### config.mk
export PLATFORM = sky130hd
export DESIGN_NAME = keycode_history_display
export DESIGN_NICKNAME = d
export VERILOG_FILES = /design/src/rtl/keycode_history_display.sv
export SDC_FILE = /design/constraint.sdc
export NUM_CORES = 1
export LEC_CHECK = 0
export BUFFER_PORTS_ARGS = -buffer_cell sky130_fd_sc_hd__buf_4
export CORE_MARGIN = 3
export CORE_UTILIZATION = 40
export DETAILED_ROUTE_END_ITERATION = 16
export MAX_ROUTING_LAYER = met4
export PLACE_DENSITY = 0.56
export SKIP_LAST_GASP = 1
export SYNTH_ARGS = -nofsm -noshare
export SYNTH_HDL_FRONTEND = slang
export SYNTH_SLANG_ARGS = --single-unit
export TNS_END_PERCENT = 50
### constraint.sdc
create_clock -name Clk -period 5.3 [get_ports Clk]
set_input_delay 1.06 -clock Clk [delete_from_list [all_inputs] [get_ports Clk]]
set_output_delay 1.06 -clock Clk [all_outputs]
set_load 0.02 [all_outputs]
### src/rtl/keycode_history_display.sv
// keycode_history_display: DEPTH-entry keycode history with debounced scroll/clear buttons and a 7-seg readout.
// Define KEYHIST_REPEAT_EN to push a repeated keycode (separated by a release) instead of suppressing it.

module khd_debounce #(
  parameter int DEBOUNCE_CYCLES = 500000
) (
  input  logic Clk,
  input  logic Reset_N,
  input  logic btn_n,
  output logic evt
);
  localparam int DW = (DEBOUNCE_CYCLES > 1) ? $clog2(DEBOUNCE_CYCLES) : 1;

  logic [1:0]    sync;
  logic          acc;
  logic [DW-1:0] cnt;

  // Released (1) is the reset level everywhere, so reset release never fires an event.
  always_ff @(posedge Clk or negedge Reset_N) begin
    if (!Reset_N) begin
      sync <= 2'b11;
      acc  <= 1'b1;
      cnt  <= '0;
      evt  <= 1'b0;
    end else begin
      sync <= {sync[0], btn_n};
      evt  <= 1'b0;
      if (sync[1] == acc) begin
        cnt <= '0;
      end else if (cnt == DW'(DEBOUNCE_CYCLES - 1)) begin
        acc <= sync[1];
        cnt <= '0;
        evt <= ~sync[1];
      end else begin
        cnt <= cnt + DW'(1);
      end
    end
  end
endmodule

module khd_seg7 (
  input  logic [3:0] nib,
  output logic [6:0] seg
);
  always_comb begin
    seg = 7'h7F;
    case (nib)
      4'h0: seg = 7'h40;  4'h1: seg = 7'h79;  4'h2: seg = 7'h24;  4'h3: seg = 7'h30;
      4'h4: seg = 7'h19;  4'h5: seg = 7'h12;  4'h6: seg = 7'h02;  4'h7: seg = 7'h78;
      4'h8: seg = 7'h00;  4'h9: seg = 7'h10;  4'hA: seg = 7'h08;  4'hB: seg = 7'h03;
      4'hC: seg = 7'h46;  4'hD: seg = 7'h21;  4'hE: seg = 7'h06;  4'hF: seg = 7'h0E;
      default: seg = 7'h7F;
    endcase
  end
endmodule

module keycode_history_display #(
  parameter int KEY_W           = 8,
  parameter int DEPTH           = 8,
  parameter int DEBOUNCE_CYCLES = 500000
) (
  input  logic                         Clk,
  input  logic                         Reset_N,
  input  logic [KEY_W-1:0]             keycode,
  input  logic                         scroll_n,
  input  logic                         clear_n,
  output logic [7*(KEY_W/4)-1:0]       hex,
  output logic                         new_key,
  output logic [$clog2(DEPTH+1)-1:0]   count,
  output logic [$clog2(DEPTH)-1:0]     sel
);
  localparam int NUM_DIGITS = KEY_W / 4;
  localparam int CW         = $clog2(DEPTH + 1);
  localparam int SW         = $clog2(DEPTH);

  logic [DEPTH-1:0][KEY_W-1:0]    hist;
  logic [KEY_W-1:0]               prev;
  logic [1:0]                     btn_n, btn_evt;
  logic                           scr_evt, clr_evt, press;
  logic [KEY_W-1:0]               shown;
  logic [NUM_DIGITS-1:0][6:0]     seg;
  logic [CW-1:0]                  sel_w;

  assign btn_n   = {clear_n, scroll_n};
  assign scr_evt = btn_evt[0];
  assign clr_evt = btn_evt[1];
  assign sel_w   = CW'(sel);

  for (genvar b = 0; b < 2; b++) begin : g_btn
    khd_debounce #(.DEBOUNCE_CYCLES(DEBOUNCE_CYCLES)) u_db (
      .Clk(Clk), .Reset_N(Reset_N), .btn_n(btn_n[b]), .evt(btn_evt[b])
    );
  end

  always_comb begin
    press = (keycode != '0) && (keycode != prev);
`ifndef KEYHIST_REPEAT_EN
    // Same key as the newest entry is treated as a repeat, not a new press.
    if (count != '0 && keycode == hist[0]) press = 1'b0;
`endif
  end

  assign shown = hist[sel];
  for (genvar d = 0; d < NUM_DIGITS; d++) begin : g_dig
    khd_seg7 u_seg (.nib(shown[4*d +: 4]), .seg(seg[d]));
  end

  // Priority: clear beats press beats scroll.
  always_ff @(posedge Clk or negedge Reset_N) begin
    if (!Reset_N) begin
      hist    <= '0;
      prev    <= '0;
      count   <= '0;
      sel     <= '0;
      new_key <= 1'b0;
      hex     <= '1;
    end else begin
      prev    <= keycode;
      new_key <= 1'b0;
      if (clr_evt) begin
        hist  <= '0;
        count <= '0;
        sel   <= '0;
      end else if (press) begin
        hist    <= {hist[DEPTH-2:0], keycode};
        count   <= (count == CW'(DEPTH)) ? count : count + CW'(1);
        sel     <= '0;
        new_key <= 1'b1;
      end else if (scr_evt && count != '0) begin
        sel <= (sel_w == count - CW'(1)) ? '0 : sel + SW'(1);
      end
      hex <= (count == '0) ? '1 : seg;
    end
  end
endmodule
Yosys cells after proc, flatten, opt, wreduce, memory -nomap -nowiden
Memories as Yosys holds them, arrays and structs flattened. Index checks and enable logic that the tools add are counted.

Flip-flop bits (word level): 140. ROM bits: 224. Input port bits: 12. Output and inout bits: 22. Logic and storage cells: 76. Memories kept: 2.

Memory list: (name not given) (depth 16, bits a word 7, rd ports 1, clocked after memory_dff 0, wr ports 0, line 47) `case (nib)`; (name not given) (depth 16, bits a word 7, rd ports 1, clocked after memory_dff 0, wr ports 0, line 47).

Add/subtract/negate cells: 5. Magnitude comparators: 1. Eq/ne operators: 9. Multiplexer cells: 23. Bitwise operators: 4. Reduce and logical (&&, ||, !) cells: 11.

Operators with widths (count): two-way mux 64 bit (2); two-way mux 19 bit (4); adder 19 x 1 -> 19 bit, second input constant (2); == test 19 bit, second input constant (2); binary-select mux 8 bit (select 3 bit) (1); two-way mux 14 bit (1); two-way mux 3 bit (4); two-way mux 4 bit (3); == test 8 bit (1); two-way mux 8 bit (1); inequality test 8 bit (1); nonzero test 8 bit (1); two-way mux 1 bit (7); AND reduction 2 bit (3); adder 4 x 1 -> 4 bit, second input constant (1); == test 3 x 4 -> 1 bit (1); == test 4 bit, second input constant (1); logical NOT 4 bit (1); < comparator 3 x 4 -> 1 bit, second input constant (1); inverter 1 bit (4); nonzero test 4 bit (1); subtractor 4 x 1 -> 4 bit, second input constant (1); adder 3 x 1 -> 3 bit, second input constant (1); logical AND 1 bit (3); other kinds (4) (5).

Logic depth before layout (Yosys ltp)
Gate-level depths: netlist of run 1.

Depth in word-level cells: 6. Depth in mapped cells: 12. Depth with buffers taken out: 9.

Cells and area by module
A second synthesis of run 1 with hierarchy kept.

Cell total of the unflattened synthesis: 652. Area, all modules: 7272.0 um^2.

Modules (own cells, without submodules): keycode_history_display (instances 1, cells each 364, area an instance 4505.6 um^2, sequential area each 2369.8 um^2); khd_debounce (instances 2, cells each 110, area an instance 1122.3 um^2, sequential area each 579.3 um^2); khd_seg7 at g_dig[1].u_seg (instances 1, cells each 33, area an instance 274.0 um^2, sequential area each 0.0 um^2); khd_seg7 at g_dig[0].u_seg (instances 1, cells each 35, area an instance 247.7 um^2, sequential area each 0.0 um^2).

Least setup slack after synthesis of run 1
OpenSTA, ideal clock, no wires.

Path type: flip-flop to flip-flop. Start: register sel[2]. End: register hex[3]. Library setup time: 90 ps. Arrival: 2586 ps. Data required time: 5210 ps. Path slack: 2624 ps. Stages on the path, launching flop included: 10. Path buffers: 2. Period minus slack after synthesis: 2676 ps. Cell sequence: dfrtp_1 > buf_2 > buf_2 > mux4_2 > mux2i_1 > inv_1 > ha_1 > mux2_2 > mux2i_1 > nand2_1.

Cells in the longest elaborated chain, start to end: 4.

Ends and longest elaborated chain: start, declared (line 70) `output logic [$clog2(DEPTH)-1:0] sel`; start signal, assigned (line 130) `sel <= (sel_w == count - CW'(1)) ? '0 : sel + SW'(1);`; binary-select mux 8 bit (select 3 bit) (line 103) `assign shown = hist[sel];`; two-way mux 8 bit (not written as such) (line 103); memory (16 x 7 bit); two-way mux 14 bit (line 132) `hex <= (count == '0) ? '1 : seg;`; end signal, assigned (line 132); end, declared (line 67) `output logic [7*(KEY_W/4)-1:0] hex,`.

Every way passes these cells. The select of a mux whose other input is x is not followed. A chain may end at the register's enable or synchronous reset.

Final worst setup path of run 1
Start: register count[0]. End: register hist[62] (netlist bit).

Cells in the longest elaborated chain, start to end: 4.

Ends and longest elaborated chain: start, declared (line 69) `output logic [$clog2(DEPTH+1)-1:0] count,`; start signal, assigned (line 126) `count <= (count == CW'(DEPTH)) ? count : count + CW'(1);`; nonzero test 4 bit (line 99) `if (count != '0 && keycode == hist[0]) press = 1'b0;`; logical AND 1 bit (line 99); two-way mux 1 bit (line 99); nonzero test 2 bit (no source line); end signal, assigned (line 125) `hist <= {hist[DEPTH-2:0], keycode};`; end, declared (line 76) `logic [DEPTH-1:0][KEY_W-1:0] hist;`.

Every way passes these cells.

==> metrics.txt, run 1 <==
outcome=complete, no violations; WP buf/inv=3; Initial DRT Pass Iterations=4; CP endpoint kind=flip-flop; Die H=139.8 µm; CTS max path bufs=2; Placed Area=roughly 7600 µm²; CP most frequent cell=buf_4; post-place setup slack=1.722 ns; antenna-violating nets left=0; Starting DRT DRC Count=166; Worst Skew=0.008113 ns; Initial Utilization=41.14%; Tmin final=3.164 ns; FF-to-FF Start=count[0]$_DFFE_PN0P_; antenna cells=0; R2R Setup Slk=2.14 ns; DR DRC count=0; Critical Path AT=3.45 ns; Root Driver=clkbuf_16; Max VDD drop=0.2245 mV; post-route cell area=8250 µm²; Yosys warnings=0; CTS buffer count=17; Synth area leaders=dfrtp_1 (42%), mux2i_1 (12%), dfstp_2 (7.3%); critical path's largest stage delay=roughly 0.89 ns; area leader, netlist=dfrtp_1; CTS resizes=0; Skew-Pair Late Insertion Delay=0.42 ns; # setup viols final=0; beginning of the critical path=count[0]$_DFFE_PN0P_; Seq. cell area=3528 µm²; syn_area_per_cell=roughly 11 µm²; Clock transition at path regs=0.06 ns; DP Wirelength=9.164 mm; Post-synth EDFFs=0; Post-CTS Setup Inserts=0; initial antenna violation count=0; CTS H-tree lvls=4; Setup TNS=0 ns; first-pass GRT wire length=23.88 mm; area share of the largest cell type after synthesis=a little over two fifths; share of layout cells above drive strength 1=17.59%; Top Family by Delay on Critical Path=simple AND/OR/NAND/NOR gates; Worst Min Path Start=g_btn[1].u_db.sync[0]$_DFF_PN1_; number of global-route vias before repair=4862; Avg Vias per Cell=5.200; Multi-input gate area=3401 µm²; DIE AREA=19550 µm²; vias after detailed routing=around 4.6k; Seq/Total Area, Yosys=between 40% and 50%; port bufs=33; Setup crit start kind=flip-flop; worst slew pin tran=1.153 ns; highest achievable clock rate=about 320 MHz; area grow syn2layout=15.16%; FF+latch count, synth=140; Syn Inst Count=625; CTS Hold Bufs=0; relative slew slack=20.95%; LEAKAGE=3.601 nW; mapped cell area=a little over 7000 µm²; worst path required time=5.58 ns; RSZ-0062 raised after global routing=no; asr flop ratio synth=100.0%; max_cap viols=0; Core Footprint=17420 µm²; Cell Chain, Critical Path=inv_1 -> ha_1 -> or3b_1 -> buf_4 -> and3_1 -> or3_2 -> buf_4 -> mux2i_1; Rows=48; Die Span X=139.8 µm; Total Wirelength=14.13 mm; WS Path Type=reg2reg; # fillers=between 1.5k and 2k; clk sink count=140; final period utilization=59.71%; final hold vios=0; Cell Pwr Density=376.7 nW/µm²; io pins=34; ys flop type=dfrtp_1; top-count cell post-synth=dfrtp_1; HP Class=reg2reg; Crit-path slowest cell=or3_2; gr usage total=between 10% and 20%; largest net degree at the start of global routing=100; Placer Congestion=between 0.8 and 0.9; most instantiated cells after synthesis=dfrtp_1 (120), mux2i_1 (85), nand2b_1 (79), nor2_1 (50), xor2_1 (35); Setup WS post-layout=2.136 ns; Congestion Overflow GR=0; post-synthesis net count=654; Nets=between 600 and 700; post-synthesis cell type count=45; wire per inst=15.88 µm; CTS tree=built; Crit Path Max Fanout=26; max-slew violations=0
[per-layer routing]
metal / routed length, µm / part of all wire [%] / up-vias / GRT usage, %
li1: - / - / 2237 / -
met1: 6756 / 48 / 2325 / 19.46
met2: 6802 / 48 / 47 / 24.89
met3: 345 / 2.4 / 19 / 3.299
met4: 229 / 1.6 / 0 / 5.762
met5: 0 / 0 / - / -
[worst reg2reg max path, delay by kind of cell, from the launching register on]
family	cells	cell delay, ns
multiplexers	1	0.17
buffers and inverters	3	0.73
AND/OR/NAND/NOR	3	1.51
flip-flops	1	0.47
adder cells (fa/ha/maj)	1	0.16
[per-stage QoR]
stage | utilization, % | cells | power [W] | hold slack (ns)
after global routing | 47.37 | 890 | 0.003244 | 0.3636
final | 47.37 | 890 | 0.003108 | 0.3550
after CTS | 47.37 | 890 | 0.003142 | 0.3566
after detailed placement | 43.45 | 858 | 0.001760 | 0.3470
after global placement | 43.45 | 858 | 0.001747 | 0.3470
after floorplan | - | 625 | 0.001575 | 0.3452
[sequential cells by signal, summed over array words and instances, names as in the netlist]
signal           flops
g_btn.u_db.cnt      38
g_btn.u_db.acc       2
g_btn.u_db.evt       2
count                4
prev                 8
sel                  3
g_btn.u_db.sync      4
new_key              1
hist                64
hex                 14
[worst paths after layout]
path / endpoint / cells after the start
setup / recovery: hist[62]$_DFFE_PN0P_ / 8
hold / removal: g_btn[1].u_db.sync[1]$_DFF_PN1_ / 0
setup reg to reg: hist[62]$_DFFE_PN0P_ / 8
hold reg to reg: g_btn[1].u_db.sync[1]$_DFF_PN1_ / 0
max in group asynchronous: hex[10]$_DFF_PN1_ / 2
min in group asynchronous: hist[27]$_DFFE_PN0P_ / 1
[layout make-up]
cell class                 instances  area share (%)
timing repair buffer              41           3.776
sequential                       140           42.77
inverter                          12          0.5460
clock buffer                      21           5.702
multi-input combinational        440           41.22
tap                              225           3.412
clock inverter                    11           2.578
[where the power goes]
part	internal (W)	total [W]	switching, W	leakage (nW)
Sequential	0.00120	0.00127	0.0000722	1.70
Combinational	0.000207	0.000466	0.000260	1.58
Clock	0.000919	0.00137	0.000454	0.325
Total	0.00232	0.00311	0.000786	3.60
[cells by family (layout without fill, tap and decap cells)]
kind of cell / after synthesis / in the layout / share of synthesized area, %
and+or+nand+nor: 226 / 226 / 17.45
DFF: 140 / 140 / 49.25
muxes: 104 / 104 / 16.75
xor gates and xnor gates: 56 / 56 / 6.846
buffers and inverters: 45 / 85 / 3.301
AOI/OAI and AO/OA: 37 / 37 / 3.440
adders and majority gates: 17 / 17 / 2.969
[placed cells by master (no fill, tap or decap), types with 15 or more instances in the layout]
cell       count
dfstp_2       20
clkbuf_16     17
nand2b_1      79
xnor2_1       21
mux2i_1       85
dfrtp_1      120
nand2_1       23
buf_4         40
nor2_1        50
nand3_1       15
xor2_1        35
ha_1          17
Power figures use the tool's default switching activity.
==> run 2, diff against run 1 <==
PLACE_DENSITY = 0.58   (was 0.56)
clock period = 2.68 ns   (was 5.3 ns; I/O delays follow)
==> metrics.txt, run 2 (same netlist as run 1, synthesis figures left out) <==
outcome=complete, no violations (unchanged); Setup crit start kind=flip-flop (unchanged); DIE AREA=19550 µm² (unchanged); Post-CTS Setup Inserts=0 (unchanged); Clock transition at path regs=0.06 ns (about the same); CTS tree=built (unchanged); post-route cell area=8374 µm² (was 8250 µm²); Skew-Pair Late Insertion Delay=0.42 ns (about the same); CTS resizes=0 (unchanged); worst slew pin tran=0.7708 ns (was 1.153 ns); FF-to-FF Start=count[1]$_DFFE_PN0P_ (was count[0]$_DFFE_PN0P_); Total Wirelength=14.17 mm (was 14.13 mm); Starting DRT DRC Count=229 (was 166); # fillers=1601 (was 1583); relative slew slack=48.14% (was 20.95%); area grow syn2layout=16.89% (was 15.16%); io pins=34 (unchanged); clk sink count=140 (unchanged); critical path's largest stage delay=0.52 ns (was 0.89 ns); Root Driver=clkbuf_16 (unchanged); number of global-route vias before repair=4922 (was 4862); Cell Chain, Critical Path=inv_1 -> ha_1 -> or3b_1 -> and3_1 -> or3_2 -> buf_12 -> mux2i_1 (was inv_1 -> ha_1 -> or3b_1 -> buf_4 -> and3_1 -> or3_2 -> buf_4 -> mux2i_1); worst path required time=2.96 ns (was 5.58 ns); Congestion Overflow GR=0 (unchanged); Die H=139.8 µm (unchanged); DP Wirelength=9.417 mm (was 9.164 mm); # setup viols final=0 (unchanged); R2R Path End=hist[31]$_DFFE_PN0P_ (was hist[62]$_DFFE_PN0P_); Fin Hold WS=0.1117 ns (was 0.3550 ns); first-pass GRT wire length=24.32 mm (was 23.88 mm); Finished Core Util=48.08% (was 47.37%); wire per inst=15.71 µm (was 15.88 µm); Worst setup endpoint=hist[31]$_DFFE_PN0P_ (was hist[62]$_DFFE_PN0P_); Initial DRT Pass Iterations=6 (was 4); vias after detailed routing=4646 (was 4628); highest achievable clock rate=428.0 MHz (was 316.0 MHz); Placer Congestion=0.7970 (was 0.8009); most common cell after layout, fill and taps aside=dfrtp_1 (unchanged); max_cap viols=0 (unchanged); final period utilization=87.18% (was 59.71%); CTS max path bufs=2 (unchanged); Crit-path slowest cell=or3_2 (unchanged); Max VDD drop=0.4718 mV (was 0.2245 mV); share of layout cells above drive strength 1=19.20% (was 17.59%); initial antenna violation count=0 (unchanged); max-slew violations=0 (unchanged); port bufs=33 (unchanged); CTS H-tree lvls=4 (unchanged); CTS buffer count=17 (unchanged); Core Footprint=17420 µm² (unchanged); Placed Area=7732 µm² (was 7567 µm²); Die Span X=139.8 µm (unchanged); Initial Utilization=41.14% (unchanged); Avg Vias per Cell=5.151 (was 5.200); CTS Hold Bufs=0 (unchanged); HP Class=in2async (was reg2reg); R2R Setup Slk=0.34 ns (was 2.14 ns); WS Path Type=reg2reg (unchanged); Critical Path AT=2.62 ns (was 3.45 ns); max reg flops=64 (unchanged); beginning of the critical path=count[1]$_DFFE_PN0P_ (was count[0]$_DFFE_PN0P_); Rows=48 (unchanged); Crit Path Max Fanout=43 (was 26); DR DRC count=0 (unchanged); Cell Pwr Density=715.2 nW/µm² (was 376.7 nW/µm²); final hold vios=0 (unchanged); LEAKAGE=3.662 nW (was 3.601 nW); most frequent cells in the layout=dfrtp_1 (120), mux2i_1 (85), nand2b_1 (79) (unchanged); gr usage total=15.65% (was 15.53%); Worst Reg2Reg Path Length in Cells=7 (was 8); largest net degree at the start of global routing=81 (was 100); RSZ-0062 raised after global routing=no (unchanged); antenna-violating nets left=0 (unchanged); Tmin final=2.337 ns (was 3.164 ns); register with the highest flop count=hist (unchanged); CP endpoint kind=flip-flop (unchanged); Nets=693 (was 681); Setup TNS=0 ns (unchanged); antenna cells=0 (unchanged); top flop regs=hist: 64 flops, g_btn.u_db.cnt: 38 flops, hex: 14 flops (unchanged); Worst Skew=0.007313 ns (was 0.008113 ns)
[run 2: cell types whose count changed in the layout (fill, tap and decap cells not counted), moves of 2 or more]
cell / before / now
buf_12: 0 / 6
buf_4: 40 / 46
bufinv_16: 6 / 4
clkinvlp_4: 3 / 5
inv_6: 0 / 2
[run 2: worst max-delay path: cells and delay by family, from the launching register on]
family                     cells  cell delay, ns
DFF                            1            0.44
buffers and inverters          2            0.35
muxes                          1            0.16
adders and majority gates      1            0.16
and+or+nand+nor                3            1.08
[run 2: layout make-up]
type	count	area, µm²	share of cell area (%)
Clock buffer	19	452.9	5.409
Clock inverter	13	188.9	2.256
Inverter	12	45.04	0.5379
Multi-Input combinational cell	440	3401	40.61
Sequential cell	140	3528	42.13
Tap cell	225	281.5	3.362
Timing Repair Buffer	53	476.7	5.693
[run 2: worst min path at each step]
stage | startpoint | endpoint | cells past startpoint
6_report | Reset_N | hist[27]$_DFFE_PN0P_ | 1
4_1_cts | Reset_N | hist[27]$_DFFE_PN0P_ | 1
5_1_grt | Reset_N | hist[27]$_DFFE_PN0P_ | 1
3_3_place_gp | g_btn[1].u_db.sync[0]$_DFF_PN1_ | g_btn[1].u_db.sync[1]$_DFF_PN1_ | 0
3_5_place_dp | g_btn[0].u_db.sync[0]$_DFF_PN1_ | g_btn[0].u_db.sync[1]$_DFF_PN1_ | 0
2_1_floorplan | Reset_N | count[0]$_DFFE_PN0P_ | 0
[run 2: routing by layer]
layer,global-route usage [%],up-vias,wire length (µm)
li1,-,2250,-
met2,24.64,58,6816
met1,20.10,2315,6635
met5,-,-,0
met3,3.368,23,434
met4,5.507,0,280
[run 2: power by group]
part | switching [W] | total (W) | internal (W)
clock | 0.000923 | 0.00253 | 0.00161
sequential | 0.000129 | 0.00250 | 0.00237
combinational | 0.000530 | 0.000958 | 0.000428
[run 2: metrics by stage]
step | total power (W) | std cells | setup slack [ns]
after detailed placement | 0.003504 | 870 | 0.3473
final | 0.005989 | 902 | 0.3435
after global routing | 0.006273 | 902 | 0.2417
after CTS | 0.006069 | 902 | 0.3456
after floorplan | 0.003115 | 625 | 0.004442
after global placement | 0.003473 | 870 | 0.4070
==> run 3, diff against run 2 <==
CORE_UTILIZATION = 50   (was 40)
PLACE_DENSITY = 0.7   (was 0.58)
==> metrics.txt, run 3 (same netlist as run 1, synthesis figures left out) <==
Initial DRT Pass Iterations=4 (was 6); non-filler cells, final=859 (was 902); Worst Skew=0.01302 ns (was 0.007313 ns); LEAKAGE=3.640 nW (was 3.662 nW); Max VDD drop=0.4162 mV (was 0.4718 mV); Fin Hold WS=0.08961 ns (was 0.1117 ns); # setup viols final=0 (unchanged); final hold vios=0 (unchanged); top flop regs=hist: 64 flops, g_btn.u_db.cnt: 38 flops, hex: 14 flops (unchanged); max-slew violations=0 (unchanged); DP Wirelength=9.365 mm (was 9.417 mm); Tmin final=2.471 ns (was 2.337 ns); FF-to-FF Start=count[1]$_DFFE_PN0P_ (unchanged); Nets=695 (was 693); Skew-Pair Late Insertion Delay=0.42 ns (about the same); port bufs=33 (unchanged); most frequent cells in the layout=dfrtp_1 (120), mux2i_1 (85), nand2b_1 (79) (unchanged); final period utilization=92.21% (was 87.18%); number of global-route vias before repair=4874 (was 4922); wire per inst=16.07 µm (was 15.71 µm); worst path required time=2.97 ns (was 2.96 ns); Avg Vias per Cell=5.498 (was 5.151); Starting DRT DRC Count=235 (was 229); CTS Hold Bufs=0 (unchanged); beginning of the critical path=count[1]$_DFFE_PN0P_ (unchanged); Cell Pwr Density=695.4 nW/µm² (was 715.2 nW/µm²); Die H=125.7 µm (was 139.8 µm); Total Power=0.005709 W (was 0.005989 W); most common cell after layout, fill and taps aside=dfrtp_1 (unchanged); highest achievable clock rate=404.6 MHz (was 428.0 MHz); max reg flops=64 (unchanged); initial antenna violation count=0 (unchanged); Critical Path AT=2.76 ns (was 2.62 ns); area grow syn2layout=14.58% (was 16.89%); first-pass GRT wire length=23.69 mm (was 24.32 mm); Total Wirelength=13.80 mm (was 14.17 mm); Core Footprint=13930 µm² (was 17420 µm²); RSZ-0062 raised after global routing=no (unchanged); clk sink count=140 (unchanged); HP Class=in2async (unchanged); io pins=34 (unchanged); register with the highest flop count=hist (unchanged); CTS tree=built (unchanged); Initial Utilization=51.41% (was 41.14%); WS Path Type=reg2reg (unchanged); Post-CTS Setup Inserts=0 (unchanged); share of layout cells above drive strength 1=19.29% (was 19.20%); Root Driver=clkbuf_16 (unchanged); Placed Area=7641 µm² (was 7732 µm²); gr usage total=19.04% (was 15.65%); DIE AREA=15800 µm² (was 19550 µm²); CTS resizes=0 (unchanged); CTS H-tree lvls=4 (unchanged); vias after detailed routing=4723 (was 4646); Die Span X=125.7 µm (was 139.8 µm); Setup crit start kind=flip-flop (unchanged); Congestion Overflow GR=0 (unchanged); DR DRC count=0 (unchanged); antenna cells=0 (unchanged); outcome=complete, no violations (unchanged); relative slew slack=45.26% (was 48.14%); post-route cell area=8209 µm² (was 8374 µm²); Setup TNS=0 ns (unchanged); worst slew pin tran=0.8136 ns (was 0.7708 ns); cell total after placement=827 (was 870); antenna-violating nets left=0 (unchanged); Clock transition at path regs=0.06 ns (about the same); largest net degree at the start of global routing=81 (unchanged); Placer Congestion=0.8440 (was 0.7970); CTS buffer count=17 (unchanged); CP endpoint kind=flip-flop (unchanged); Rows=43 (was 48); Crit Path Max Fanout=38 (was 43); max_cap viols=0 (unchanged); CTS max path bufs=2 (unchanged)
run 3: worst paths after layout:
| check | to | cells past startpoint | slack (ns) |
|---|---|---|---|
| max in group asynchronous | hex[3]$_DFF_PN1_ | 2 | 1.84 |
| worst min-delay path | hist[56]$_DFFE_PN0P_ | 1 | 0.09 |
| worst max register to register | hist[58]$_DFFE_PN0P_ | 7 | 0.21 |
| worst max-delay path | hist[58]$_DFFE_PN0P_ | 7 | 0.21 |
| worst min register to register | g_btn[0].u_db.sync[1]$_DFF_PN1_ | 0 | 0.35 |
| min in group Clk | g_btn[0].u_db.sync[0]$_DFF_PN1_ | 1 | 0.22 |
run 3: area by class of cell:
| class | instances | area [µm²] |
|---|---|---|
| Clock buffer | 19 | 442.9 |
| Tap cell | 180 | 225.2 |
| Sequential cell | 140 | 3528 |
| Clock inverter | 13 | 125.1 |
| Timing Repair Buffer | 55 | 441.7 |
| Inverter | 12 | 45.04 |
| Multi-Input combinational cell | 440 | 3401 |
| Fill cell | 1152 | 5725 |
run 3: through the flow:
step / setup WS (ns) / util [%]
6_report: 0.2087 / 58.91
3_5_place_dp: 0.2497 / 54.84
2_1_floorplan: 0.004442 / -
4_1_cts: 0.2164 / 58.91
5_1_grt: 0.1184 / 58.91
3_3_place_gp: 0.2905 / 54.84
run 3: metal layers:
metal | share of wire, % | GRT usage, % | up-vias
li1 | - | - | 2260
met1 | 47 | 23.79 | 2380
met2 | 49 | 31.25 | 63
met3 | 2.3 | 3.435 | 20
met4 | 2.1 | 6.952 | 0
met5 | 0 | - | -
run 3: where the power goes:
| group | leakage, nW | total, W | switching (W) | internal, W |
|---|---|---|---|---|
| logic | 1.65 | 0.000954 | 0.000527 | 0.000427 |
| clock network | 0.286 | 0.00226 | 0.000876 | 0.00138 |
| registers | 1.70 | 0.00250 | 0.000130 | 0.00237 |
| total | 3.64 | 0.00571 | 0.00153 | 0.00418 |
run 3: critical path, stage by stage (launching register included):
cell and delay (ns):
dfrtp_1 0.44, inv_1 0.10, ha_1 0.16, or3b_1 0.37
and3_1 0.20, or3_2 0.62, buf_12 0.24, mux2i_1 0.16
